### src/rtl/sobel_pkg.sv
// Shared definitions for the sobel front-end: feeder state encoding and
// default line/row geometry.
package sobel_pkg;

  typedef enum logic [1:0] {
    LOAD1  = 2'd0,
    LOAD2  = 2'd1,
    LOAD3  = 2'd2,
    FILTER = 2'd3
  } feed_state_t;

  localparam int LINE_WORDS_DEF    = 64;
  localparam int ROW_OUT_WORDS_DEF = 64;
  localparam int FRAME_ROWS_DEF    = 480;

  // One-hot line write strobe {line3, line2, line1} for a load state.
  function automatic logic [2:0] line_sel(input feed_state_t s);
    case (s)
      LOAD1:   line_sel = 3'b001;
      LOAD2:   line_sel = 3'b010;
      LOAD3:   line_sel = 3'b100;
      default: line_sel = 3'b000;
    endcase
  endfunction

endpackage

### src/rtl/sobel_line_feeder.sv
// Splits the host row-triple stream onto the three sobel_top line ports and
// holds the filter request until the row's output has fully drained.
//
// state  | meaning
// LOAD1  | accepting words for line 1 (row n-1)
// LOAD2  | accepting words for line 2 (row n)
// LOAD3  | accepting words for line 3 (row n+1)
// FILTER | host stalled, o_filter high, counting drained output beats
module sobel_line_feeder
  import sobel_pkg::*;
#(
  parameter int LINE_WORDS    = LINE_WORDS_DEF,
  parameter int ROW_OUT_WORDS = ROW_OUT_WORDS_DEF,
  parameter int FRAME_ROWS    = FRAME_ROWS_DEF
) (
  input  logic        i_clk,
  input  logic        i_rst,
  input  logic        i_data_valid,
  input  logic [63:0] i_data,
  output logic        o_data_ack,
  output logic        o_line1_valid,
  output logic        o_line2_valid,
  output logic        o_line3_valid,
  output logic [63:0] o_line_data,
  output logic        o_filter,
  input  logic        i_out_valid,
  input  logic        i_out_ack,
  output logic        o_busy,
  output logic        o_frame_done
);

  localparam int WW = (LINE_WORDS > 1) ? $clog2(LINE_WORDS) : 1;
  localparam int OW = (ROW_OUT_WORDS > 1) ? $clog2(ROW_OUT_WORDS) : 1;
  localparam int RW = (FRAME_ROWS > 1) ? $clog2(FRAME_ROWS) : 1;

  localparam logic [WW-1:0] WORD_LAST = WW'(LINE_WORDS - 1);
  localparam logic [OW-1:0] OUT_LAST  = OW'(ROW_OUT_WORDS - 1);
  localparam logic [RW-1:0] ROW_LAST  = RW'(FRAME_ROWS - 1);

  feed_state_t   state, state_nxt;
  logic [WW-1:0] word_cnt, word_cnt_nxt;
  logic [OW-1:0] out_cnt, out_cnt_nxt;
  logic [RW-1:0] row_cnt, row_cnt_nxt;
  logic [2:0]    strobe_nxt;
  logic [63:0]   data_nxt;
  logic          filter_nxt;
  logic          frame_done_nxt;

  // Ack is masked during reset so the host cannot believe a word was taken.
  assign o_data_ack = i_rst & (state != FILTER);
  assign o_busy     = (state != LOAD1) || (word_cnt != '0);

  always_comb begin
    state_nxt      = state;
    word_cnt_nxt   = word_cnt;
    out_cnt_nxt    = out_cnt;
    row_cnt_nxt    = row_cnt;
    strobe_nxt     = 3'b000;
    data_nxt       = o_line_data;
    frame_done_nxt = 1'b0;

    case (state)
      LOAD1, LOAD2, LOAD3: begin
        if (i_data_valid) begin
          strobe_nxt = line_sel(state);
          data_nxt   = i_data;
          if (word_cnt == WORD_LAST) begin
            word_cnt_nxt = '0;
            case (state)
              LOAD1:   state_nxt = LOAD2;
              LOAD2:   state_nxt = LOAD3;
              default: state_nxt = FILTER;
            endcase
          end else begin
            word_cnt_nxt = word_cnt + WW'(1);
          end
        end
      end
      FILTER: begin
        // Only beats that actually leave sobel_top count toward the row.
        if (i_out_valid && i_out_ack) begin
          if (out_cnt == OUT_LAST) begin
            out_cnt_nxt = '0;
            state_nxt   = LOAD1;
            if (row_cnt == ROW_LAST) begin
              row_cnt_nxt    = '0;
              frame_done_nxt = 1'b1;
            end else begin
              row_cnt_nxt = row_cnt + RW'(1);
            end
          end else begin
            out_cnt_nxt = out_cnt + OW'(1);
          end
        end
      end
      default: state_nxt = LOAD1;
    endcase

    filter_nxt = (state_nxt == FILTER);
  end

  always_ff @(posedge i_clk) begin
    if (!i_rst) begin
      state         <= LOAD1;
      word_cnt      <= '0;
      out_cnt       <= '0;
      row_cnt       <= '0;
      o_line1_valid <= 1'b0;
      o_line2_valid <= 1'b0;
      o_line3_valid <= 1'b0;
      o_line_data   <= '0;
      o_filter      <= 1'b0;
      o_frame_done  <= 1'b0;
    end else begin
      state         <= state_nxt;
      word_cnt      <= word_cnt_nxt;
      out_cnt       <= out_cnt_nxt;
      row_cnt       <= row_cnt_nxt;
      o_line1_valid <= strobe_nxt[0];
      o_line2_valid <= strobe_nxt[1];
      o_line3_valid <= strobe_nxt[2];
      o_line_data   <= data_nxt;
      o_filter      <= filter_nxt;
      o_frame_done  <= frame_done_nxt;
    end
  end

endmodule
### config.mk
export PLATFORM = sky130hd
export DESIGN_NAME = sobel_line_feeder
export DESIGN_NICKNAME = d
export VERILOG_FILES = /design/src/rtl/sobel_pkg.sv /design/src/rtl/sobel_line_feeder.sv
export SDC_FILE = /design/constraint.sdc
export NUM_CORES = 1
export LEC_CHECK = 0
export ABC_AREA = 1
export CAP_MARGIN = 0
export CORE_AREA = 2 2 127 80
export CTS_CLUSTER_SIZE = 12
export DETAILED_ROUTE_END_ITERATION = 16
export DIE_AREA = 0 0 129 82
export HOLD_SLACK_MARGIN = 0.12
export PLACE_DENSITY = 0.76
export SLEW_MARGIN = 20
export SYNTH_ARGS = -nofsm -noshare
export SYNTH_HDL_FRONTEND = slang
export SYNTH_SLANG_ARGS = --single-unit
### constraint.sdc
create_clock -name i_clk -period 1.4 [get_ports i_clk]
set_clock_uncertainty 0.15 [all_clocks]
set_input_delay 0.21 -clock i_clk [delete_from_list [all_inputs] [get_ports i_clk]]
set_output_delay 0.21 -clock i_clk [all_outputs]
set_load 0.05 [all_outputs]
==> impl_metrics.ini <==
[status]
status = finished with violations
violations = negative setup slack

[routing]
vias = 4160
drc_errors = 0
drt_wl_total_um = 14700
post_drt_via_cell_ratio = 5.19
drtIter0Drc = 217
wl_per_cell_um = 18.3
ant_nets = 0
drtPass1Iterations = 5

[power_and_ir_drop]
internal_power_w = 0.00510
p_switching_w = 0.00221
clkPwrFrac_pct = 33.8
p_comb_share_pct = 26.2
power.total_w = 0.00731
power_leakage_nw = 2.99
ir_worst_vdd_mv = 0.815
p_sw_share_pct = 30.2
power_density_mw_per_mm2 = 976
pwr-share-seq_pct = 40.0

[logic_synthesis]
yosysUniqueCellTypes = 28
ys_warn_count = 0
synth_area_leaders = dfxtp_1 52%, nor2_1 17%, o21ai_0 10%, nand2_1 4.3%, inv_1 3.1%
syn_inst = 477
synth_ff_type = dfxtp_1
async_flop_share_pct = 0
yosysSeqAreaShare_pct = 51.6
yosysMostFrequentCell = nor2_1
syn_nets = 550
synth_edf_count = 0
syn_area_per_cell_um2 = 7.48
synth.top_cell.area_share_pct = 51.6
ys_ff_latch = 92
synth_commonest_cells = 161 x nor2_1, 92 x dfxtp_1, 71 x o21ai_0
yosys.area.top_type = dfxtp_1
synth_area_mm2 = 0.00357

[global_route]
grt_overflow = 0
grt_pass1_vias = 3630
grt_util_all_layers_pct = 20.4
antenna_found_initial = 0
grt_max_degree = 47
grt_pass1_wl_um = 17000

[timing]
fin_crit_sh_pct = 125
slew_violations = 0
rsz0062_at_grt = yes
setup_slack_ns = -0.354
hold_ws_ns = 0.179
relSlewSlack_pct = 63.5
worst_pin_slew_ns = 0.548
fmax_mhz = 570
period_minus_slack_ns = 1.75
hold_viol = 0
setup_viol = 91

[worst_hold_path]
hp-start = i_rst
min_path_cells = 3
holdPathEnd = state[0]$_SDFF_PN0_
hp-class = in2reg

[clock_network]
cts.hold.buffers_added = 0
numCtsBuffers = 9
cts_tree = done
clk_pin_slew_ns = 0.07
htree_levels = 3
clockRootBuffer = clkbuf_16
clock_latency_ns = 0.34
ctsLongestPathBuffers = 2
cts.sink_count = 92

[floorplan]
die_w_um = 129
die_y_um = 82
coreArea_mm2 = 0.00949
dieArea_mm2 = 0.0106
pin_count = 140
initial_core_util_pct = 37.6
num_rows = 28

[critical_path]
crit_path_max_fanout = 6
cp-start-kind = flip-flop
reg2reg_from = state[1]$_SDFF_PN0_
reg2reg_depth = 9
worstReg2RegEnd = row_cnt[8]$_SDFFE_PN0P_
crit_path_end_kind = flip-flop
regToRegSetupSlack_ns = -0.35
cp.arrival_ns = 1.83
required_ns = 1.47
path_class = reg2reg

[final_layout]
post_route_cells_drive_above_1_share_pct = 43.8
fin_util_pct = 78.9
multi_input_area_mm2 = 0.00218
nNetsFinal = 734
areaGrowthSynthToFinish_pct = 110
fillCellCount = 549
regArea_mm2 = 0.00185
diodes = 0

[placed_design]
dp_hpwl_um = 7860
io_buffers = 139
globalplace.congestion = 0.905

[flow_run]
maxCapViolCount = 0
## through the flow
| stage | std cells | instance area [um^2] | setup slack (ns) | setup TNS (ns) |
|---|---|---|---|---|
| 4_1_cts | 779 | 6530 | -0.340 | -1.87 |
| 6_report | 801 | 7490 | -0.354 | -13.06 |
| 2_1_floorplan | 477 | 3600 | -0.111 | -0.123 |
| 3_5_place_dp | 755 | 6040 | -0.428 | -25.18 |
| 3_3_place_gp | 755 | 6040 | -0.352 | -20.26 |
| 5_1_grt | 801 | 7490 | -0.406 | -17.32 |
## how the worst max path moves through the flow
stage / from / endpoint / slack (ns) / depth (start not counted)
after floorplan: state[1]$_SDFF_PN0_ / o_busy / -0.11 / 3
after global placement: i_out_valid / row_cnt[3]$_SDFFE_PN0P_ / -0.35 / 8
after detailed placement: i_out_valid / row_cnt[3]$_SDFFE_PN0P_ / -0.43 / 8
after CTS: state[1]$_SDFF_PN0_ / o_busy / -0.34 / 4
after global routing: state[1]$_SDFF_PN0_ / row_cnt[6]$_SDFFE_PN0P_ / -0.41 / 11
final: state[1]$_SDFF_PN0_ / row_cnt[8]$_SDFFE_PN0P_ / -0.35 / 9
## repair_timing
item | in CTS | in global routing
gates resized for setup | 45 | 223
endpoints found under the setup margin | 18 | 86
gates cloned | 1 | 16
buffers inserted | 7 | 6
pin swaps | 16 | 21
## cell usage in the layout (no fill, tap or decap), types with 2 or more instances in the layout
master           count
clkdlybuf4s50_1     66
buf_8                3
nand3_1              9
nand3_4              2
inv_6                4
clkinv_2             2
clkbuf_16           18
nor2_2              18
nand2_2              6
nor3_1               7
nand2_8              4
nand4_1              2
o21ai_4              4
o21ai_1             12
buf_4               20
a21oi_1              5
dfxtp_1             86
ha_1                 2
o21ai_0              5
a21oi_2              9
inv_1               25
nor2_4              26
nand2_1             31
buf_6               14
dfxtp_2              6
buf_12              78
nand2_4              5
inv_2                2
nor2_1             119
o21ai_2             54
nor3_2               2
clkinvlp_4           2
## flip-flops by register name, indices dropped and copies added, names as in the netlist, 2 cells and up
register and flops:
o_line_data 64, out_cnt 6, row_cnt 9, state 2, word_cnt 6
## critical path, stage by stage (launching register included)
cell and delay, ns:
dfxtp_2 0.33, buf_4 0.11, buf_6 0.11, nand2_8 0.08, buf_6 0.14, nor2_8 0.12, buf_12 0.15, nand2_4 0.08
o21ai_0 0.28, a21oi_1 0.08
## logic make-up (layout without fill, tap and decap cells)
| logic type | Yosys count | after routing | share of synthesized area, % |
|---|---|---|---|
| AND/OR/NAND/NOR | 235 | 237 | 27.4 |
| flip-flops | 92 | 92 | 51.6 |
| buffers and inverters | 54 | 241 | 6.38 |
| AO/OA/AOI/OAI | 92 | 92 | 13.2 |
| adder cells (fa/ha/maj) | 4 | 4 | 1.40 |
## power by group through the flow
stage | clock network, W | logic, W | registers, W
finish | 0.00247 | 0.00191 | 0.00293
global route | 0.00260 | 0.00199 | 0.00294
CTS | 0.00249 | 0.00159 | 0.00290
detailed placement | 0 | 0.00158 | 0.00296
global placement | 0 | 0.00156 | 0.00295
floorplan | 0 | 0.000271 | 0.00334
## layer usage
metal  GRT usage [%]  vias up  share of wire [%]
met4            8.48        0                2.8
li1                -     1905                  -
met1            23.9     1989                 40
met2            34.6      220                 49
met3            7.17       46                8.4
met5               0        -                  0
## area by class of cell
| cell class | instances | share of cell area (%) |
|---|---|---|
| inverters | 31 | 1.85 |
| well taps | 135 | 2.25 |
| clock inverters | 7 | 0.969 |
| repair inverters | 1 | 0.150 |
| flip-flops and latches | 92 | 24.7 |
| multi-input cells | 333 | 29.1 |
| repair buffers | 193 | 38.0 |
| clock buffers | 9 | 3.01 |
Note: power is estimated with default switching activity, not from simulation.
